===== src/rtl/dma_pkg.sv =====
// ============================================================================
// Module      : dma_pkg
// Description : Shared types and constants for the DMA descriptor fetch engine.
// Revision    : 1.0 - initial release
// ============================================================================
`default_nettype none

package dma_pkg;

    typedef enum logic [1:0] {
        ST_IDLE     = 2'd0,
        ST_REQ      = 2'd1,
        ST_RESP     = 2'd2,
        ST_DISPATCH = 2'd3
    } state_e;

    localparam logic [3:0] SRC_OFS = 4'd0;
    localparam logic [3:0] DST_OFS = 4'd4;
    localparam logic [3:0] LEN_OFS = 4'd8;
    localparam logic [3:0] NXT_OFS = 4'd12;

    // Descriptor words as they come back from the 32-bit read data bus.
    typedef struct packed {
        logic [31:0] src;
        logic [31:0] dst;
        logic [31:0] len;
        logic [31:0] next;
    } desc_t;

    function automatic logic [3:0] word_ofs(input logic [1:0] idx);
        logic [3:0] ofs;
        case (idx)
            2'd0:    ofs = SRC_OFS;
            2'd1:    ofs = DST_OFS;
            2'd2:    ofs = LEN_OFS;
            default: ofs = NXT_OFS;
        endcase
        return ofs;
    endfunction

endpackage

`default_nettype wire


===== src/rtl/dma_desc_fetch.sv =====
// ============================================================================
// Module      : dma_desc_fetch
// Description : Walks a linked list of 4-word descriptors over a single-
//               outstanding read master and hands each to the transfer engine.
// Revision    : 1.0 - initial release
// ============================================================================
`default_nettype none

module dma_desc_fetch
    import dma_pkg::*;
#(
    parameter int ADDR_W = 32,
    parameter int CNT_W  = 16
) (
    input  logic              clk,
    input  logic              reset_n,
    input  logic              ctrl_go_i,
    input  logic [ADDR_W-1:0] desc_ptr_i,
    output logic              rd_o,
    output logic [ADDR_W-1:0] rd_addr_o,
    input  logic              rd_wait_rq_i,
    input  logic              rd_data_valid_i,
    input  logic [31:0]       rd_data_i,
    output logic              desc_valid_o,
    input  logic              desc_ready_i,
    output logic [ADDR_W-1:0] desc_src_o,
    output logic [ADDR_W-1:0] desc_dst_o,
    output logic [31:0]       desc_len_o,
    output logic              desc_last_o,
    output logic              busy_o,
    output logic              done_o,
    output logic              err_o,
    output logic [CNT_W-1:0]  desc_cnt_o
);

    state_e            state_q, state_d;
    logic [ADDR_W-1:0] ptr_q, ptr_d;
    logic [1:0]        idx_q, idx_d;
    desc_t             desc_q, desc_d;
    logic [CNT_W-1:0]  cnt_q, cnt_d;
    logic              err_q, err_d;
    logic              done_q, done_d;
    logic              go_q;
    logic              go_rise;
    logic              next_zero;

    assign go_rise   = ctrl_go_i & ~go_q;
    assign next_zero = (desc_q.next == 32'd0);

    always_ff @(posedge clk or negedge reset_n) begin
        if (!reset_n) begin
            state_q <= ST_IDLE;
            ptr_q   <= '0;
            idx_q   <= '0;
            desc_q  <= '0;
            cnt_q   <= '0;
            err_q   <= 1'b0;
            done_q  <= 1'b0;
            go_q    <= 1'b0;
        end else begin
            state_q <= state_d;
            ptr_q   <= ptr_d;
            idx_q   <= idx_d;
            desc_q  <= desc_d;
            cnt_q   <= cnt_d;
            err_q   <= err_d;
            done_q  <= done_d;
            go_q    <= ctrl_go_i;
        end
    end

    always_comb begin
        state_d = state_q;
        ptr_d   = ptr_q;
        idx_d   = idx_q;
        desc_d  = desc_q;
        cnt_d   = cnt_q;
        err_d   = err_q;
        done_d  = 1'b0;

        case (state_q)
            ST_IDLE: begin
                if (go_rise) begin
                    ptr_d = desc_ptr_i;
                    err_d = 1'b0;
                    cnt_d = '0;
                    idx_d = 2'd0;
                    // A bad start pointer finishes the chain without any read.
                    if ((desc_ptr_i[1:0] != 2'b00) || (desc_ptr_i == '0)) begin
                        err_d  = 1'b1;
                        done_d = 1'b1;
                    end else begin
                        state_d = ST_REQ;
                    end
                end
            end
            ST_REQ: begin
                if (!rd_wait_rq_i) begin
                    state_d = ST_RESP;
                end
            end
            ST_RESP: begin
                if (rd_data_valid_i) begin
                    case (idx_q)
                        2'd0:    desc_d.src  = rd_data_i;
                        2'd1:    desc_d.dst  = rd_data_i;
                        2'd2:    desc_d.len  = rd_data_i;
                        default: desc_d.next = rd_data_i;
                    endcase
                    if (idx_q == 2'd3) begin
                        state_d = ST_DISPATCH;
                    end else begin
                        idx_d   = idx_q + 2'd1;
                        state_d = ST_REQ;
                    end
                end
            end
            ST_DISPATCH: begin
                if (desc_ready_i) begin
                    cnt_d = cnt_q + CNT_W'(1);
                    // Abort is only honoured here, after the descriptor is out.
                    if (next_zero || !ctrl_go_i) begin
                        done_d  = 1'b1;
                        state_d = ST_IDLE;
                    end else if (desc_q.next[1:0] != 2'b00) begin
                        err_d   = 1'b1;
                        done_d  = 1'b1;
                        state_d = ST_IDLE;
                    end else begin
                        ptr_d   = ADDR_W'(desc_q.next);
                        idx_d   = 2'd0;
                        state_d = ST_REQ;
                    end
                end
            end
            default: state_d = ST_IDLE;
        endcase
    end

    assign rd_o         = (state_q == ST_REQ);
    assign rd_addr_o    = rd_o ? (ptr_q + ADDR_W'(word_ofs(idx_q))) : '0;
    assign desc_valid_o = (state_q == ST_DISPATCH);
    assign desc_src_o   = ADDR_W'(desc_q.src);
    assign desc_dst_o   = ADDR_W'(desc_q.dst);
    assign desc_len_o   = desc_q.len;
    assign desc_last_o  = desc_valid_o & next_zero;
    assign busy_o       = (state_q != ST_IDLE);
    assign done_o       = done_q;
    assign err_o        = err_q;
    assign desc_cnt_o   = cnt_q;

endmodule

`default_nettype wire


===== config.mk =====
export PLATFORM = sky130hd
export DESIGN_NAME = dma_desc_fetch
export DESIGN_NICKNAME = d
export VERILOG_FILES = /design/src/rtl/dma_pkg.sv /design/src/rtl/dma_desc_fetch.sv
export SDC_FILE = /design/constraint.sdc
export NUM_CORES = 1
export LEC_CHECK = 0
export CAP_MARGIN = 0
export CORE_UTILIZATION = 38
export CTS_BUF_LIST = sky130_fd_sc_hd__clkbuf_16
export CTS_CLUSTER_SIZE = 24
export DETAILED_ROUTE_END_ITERATION = 6
export GPL_TIMING_DRIVEN = 0
export PLACE_DENSITY = 0.66
export SLEW_MARGIN = 40
export SYNTH_ARGS = -nofsm -noshare
export SYNTH_HDL_FRONTEND = slang
export SYNTH_SLANG_ARGS = --single-unit

===== constraint.sdc =====
create_clock -name clk -period 3.3 [get_ports clk]
set_clock_uncertainty 0.05 [all_clocks]
set_input_delay 0.495 -clock clk [delete_from_list [all_inputs] [get_ports clk]]
set_output_delay 0.495 -clock clk [all_outputs]
set_load 0.01 [all_outputs]

; Yosys cells after proc, flatten, opt, wreduce, memory -nomap -nowiden
; Cells that the tools add are included.
[word_totals]
reg_bits = 183
inputBits = 70
[classes]
addsub = 3
n_eq_ne = 15
muxes = 37
n_bitwise = 4
n_reduce_logical = 22
[ops]
columns = cell, count
row1 = $mux 32, 5
row2 = $logic_not 32->1, 2
row3 = $pmux 32 s2, 1
row4 = $add 32x4->32, 1
row5 = $mux 16, 2
row6 = $pmux 16 s2, 1
row7 = $mux 2, 12
row8 = $add 16x1->16 const B, 1
row9 = $reduce_and 3->1, 5
row10 = $reduce_and 5->1, 3
row11 = $ne 2x2->1 const B, 7
row12 = $pmux 4 s3, 1
row13 = $mux 1, 11
row14 = $eq 2x2->1 const B, 4
row15 = $pmux 2 s4, 1
row16 = $reduce_bool 2->1, 4
row17 = $reduce_and 7->1, 1
row18 = $pmux 2 s3, 1
row19 = $eq 2x1->1 const B, 2
row20 = $logic_not 2->1, 2
row21 = $ne 2x1->1 const B, 2
row22 = $pmux 1 s2, 2
row23 = $reduce_bool 3->1, 1
row24 = $reduce_or 3->1, 1
row25 = other kinds (5), 8

; Longest topological paths before layout
[logic_depth]
word_depth = 5
ltp_mapped = 10
depth_no_buf = 10

; Worst setup path before layout
; No wires, ideal clock.
[synth_path]
path_type = reg2out
start = register idx_q[0]
end = output port rd_addr_o[31]
arrival_ps = 2513
required_ps = 2755
setup_slack_ps = 242
path_stages_with_launch = 10
n_path_buf = 0
path_cell_list = dfrtp_1 > inv_1 > ha_1 > or2_2 > ha_1 > a21oi_1 > nor3b_4 > nand4_2 > or3_1 > a21oi_1
[synth_between]
elab_chain_len = 4
[synth_rtl]
columns = item, line_no
row1 = from (decl), dma_desc_fetch.sv:38  ; logic [1:0] idx_q, idx_d;
row2 = from (signal assigned), dma_desc_fetch.sv:63  ; idx_q <= idx_d;
row3 = $eq 2x2->1 (tied with other cells), dma_pkg.sv:32  ; case (idx)
row4 = $pmux 4 s3 *, dma_pkg.sv:32
row5 = $add 32x4->32 *, dma_desc_fetch.sv:141  ; assign rd_addr_o = rd_o ? (ptr_q + ADDR_W'(word_ofs(idx_q))) : '0;
row6 = $mux 32 *, dma_desc_fetch.sv:141
row7 = to (decl), dma_desc_fetch.sv:20  ; output logic [ADDR_W-1:0] rd_addr_o,
; Every way passes the cells marked *; elsewhere a longest branch is shown, timed or not.

; Final worst setup path
[layout_path]
start = register idx_q[0]
end = output port rd_addr_o[29]
; Same word-level chain as after synthesis.

==> results.toml <==
[cells_and_area]
layout.cells.non_filler = 1361
nets = 1112
drive_gt1_frac = 0.3833
syn2layout_area_growth_pct = 38.15
design_area_mm2 = 0.01279

[clock_tree]
cts.sinks = 183
root_buffer = "clkbuf_16"
clk_pin_slew_ns = 0.07
cts_max_level = 4
cts_tree = "done"
cts_buffer_depth = 2
cts_buffers = 17
clk_latency_ns = 0.42

[pwr]
switching_power_mw = 3.496
p_total_mw = 10.50
p_leak_nw = 5.763
seq_power_share = 0.349
clock_power_share = 0.188
p_int_mw = 7.006
p_per_area_mw_per_mm2 = 821.2
pwr-share-comb = 0.463
peakVddDrop_uv = 419.7
swShare = 0.3329

[die]
placementRows = 56
initial_utilization = 0.3908
die_h_um = 158.1
ioPinCount = 220
core_area_mm2 = 0.02368
die_area_mm2 = 0.02499
die_width_um = 158.1

[critical_path]
slowest_delay_ns = 0.42
worstPathCellList = "inv_2 -> ha_4 -> or2_4 -> ha_4 -> a21oi_4 -> nor3b_4 -> buf_6 -> nand4_4 -> or3_4 -> a21oi_2 -> buf_2"
crit_cells = 11
crit_top_cell = "ha_4"
worstRegToRegCells = 7
arrival_ns = 2.86
worstPathRequired_ns = 2.75
end_kind = "output port"
critical_path_buf_inv_count = 3
setup.worst_path.start_class = "register"
slowest_stage = "dfrtp_1"
crit_type = "reg2out"
path_delay_family = "simple AND/OR/NAND/NOR gates"
path_max_fanout = 7

[run_status]
violations = "negative setup slack"
outcome = "complete, but fails checks"

[global_route]
grt_usage = 0.2008
grt_pass1_wl_um = 37700
grt_pass1_vias = 6644
grt_max_degree = 72
antenna_found_initial = 1
overflow = 0

[synthesis]
synth_xor_area_frac = 0.02933
async_flop_share = 1.000
synth_top_area_share = 0.4947
synth_area_per_cell_um2 = 12.05
yosys.area.top_type = "dfrtp_1"
synth_cell_types = 48
synth-adder-area-share = 0.01838
syn_nets = 851
syn_area_mm2 = 0.009256
synth.area.mux_share = 0.2311
synth-compound-area-share = 0.03055
synth_seq_cells = 183
yosys.area_share.simple = 0.1004
ys_top_cells_by_area = "dfrtp_1 (49%), mux2_2 (22%), buf_4 (7.8%)"
synth_edf_count = 0
synth-seq-area-share = 0.4947
synth_common_cells = "dfrtp_1 (183), mux2_2 (182), buf_4 (96), nor2_1 (41), nand3_1 (26)"
syn_inst = 768
synth_top_family_by_area = "multiplexers"
ys_warn_count = 0
ys.flop_type = "dfrtp_1"
synth_most_common_cell = "dfrtp_1"

[sta]
relSlewSlack = 0.5347
worst_slack_ns = -0.1081
max_freq_mhz = 293.4
drv_slew = 0
setup_viol = 9
finalCritPeriodShare = 1.033
rsz0062_at_grt = "yes"
worst_pin_slew_ns = 0.6979
final-hold-violation-count = 0
finalCriticalPeriod_ns = 3.408

[placement]
portBuffers = 219
dp_cells = 1308
hpwl_um = 17980
gp_congestion = 0.8695
place_area_mm2 = 0.01191

[routing]
viasPerCell = 4.893
drt_iter0_drc = 267
antenna_left = 0
drc = 0
drt-total-wl_um = 24310
wire_per_inst_um = 17.86
via_count = 6659
first_pass_iters = 5

[worst_hold_path]
hp-class = "reg2reg"
holdPathStages = 1

[flow_run]
max_cap_violations = 0
## cells in the final DEF (no fill, tap or decap), drive strengths merged, types with 3 or more instances in the layout
master         count
clkdlybuf4s50    191
and3               4
or2                3
nand2             20
or3                9
nand3             27
nor2              41
xnor2             14
a21oi             15
nand2b             5
clkbuf            35
ha                12
nor4              16
buf              150
dfrtp            183
mux2             182
inv               15
clkinv             9
and2               5
mux2i              9
nand3b             3
and4               8
clkinvlp           3
o21ai             17
nand4             18
xor2              17
## per-layer routing
| metal | vias up | wire length [um] | track usage |
|---|---|---|---|
| met5 | - | 0 | 0 |
| met4 | 0 | 543 | 0.06639 |
| met2 | 162 | 11440 | 0.3176 |
| met3 | 29 | 1328 | 0.04791 |
| li1 | 3155 | - | - |
| met1 | 3313 | 11000 | 0.2697 |
## sequential cells by signal (all words and copies together) (netlist names), 2 cells and up
name	flops
desc_cnt_o	16
desc_dst_o	32
desc_len_o	32
desc_q	32
desc_src_o	32
idx_q	2
ptr_q	32
state_q	2
## power by group through the flow
stage	clock network (mW)	registers (mW)	logic, mW
after floorplan	0	3.48	2.93
after global placement	0	3.63	4.80
after detailed placement	0	3.67	4.86
after CTS	2.02	3.65	4.88
after global routing	2.11	3.78	5.25
final	1.98	3.67	4.86
## through the flow
step	util	hold slack [ns]	setup TNS [ns]	setup slack, ns
after global placement	0.5003	0.4381	-1138.68	-6.208
after CTS	0.5343	0.4594	-0.3817	-0.08989
after detailed placement	0.5030	0.4239	-6.405	-0.5728
final	0.5399	0.4565	-0.3731	-0.1081
after floorplan	-	0.1494	0	0.2423
after global routing	0.5399	0.4695	-2.733	-0.2124
## area by class of cell
type	instances	area, um2
multi-input combinational	447	4023
clock inverter	14	133.9
clock buffer	17	425.4
timing repair buffer	242	2331
sequential	183	4581
antenna	1	2.502
tap	319	399.1
buffer	123	834.6
fill	2146	10900
inverter	15	57.56
## worst paths after layout
kind,startpoint,to,slack [ns]
worst min-delay path,desc_len_o[5],desc_len_o[5],0.46
max in group asynchronous,reset_n,idx_q[1],1.90
worst max register to register,state_q[1],ptr_q[5],0.81
min in group asynchronous,reset_n,desc_len_o[22],0.55
worst max-delay path,idx_q[0],rd_addr_o[29],-0.11
worst min register to register,desc_len_o[5],desc_len_o[5],0.46
## worst reg2reg max path, cell delays in order, from the launching register on
cell      delay (ns)
dfrtp_1         0.42
inv_1           0.10
ha_1            0.18
clkbuf_1        0.24
a211o_1         0.42
a21oi_2         0.27
buf_2           0.33
mux2_2          0.37
## cell families (layout without fill, tap and decap cells)
group,Yosys count,in the layout
mux,191,191
fa+ha+maj,13,13
simple gates,168,168
buf+inv,138,411
other cells,0,1
xor+xnor,31,31
flops,183,183
compound gates,44,44
## repair_timing
action / 4_1_cts / 5_1_grt
hold endpoints to repair: 59 / 0
buffers inserted: 13 / 7
pin swaps: 15 / 9
hold buffers: 1 / 0
setup endpoints to repair: 31 / 29
cloned: 0 / 0
resized for setup: 107 / 40
Power figures use the tool's default switching activity.
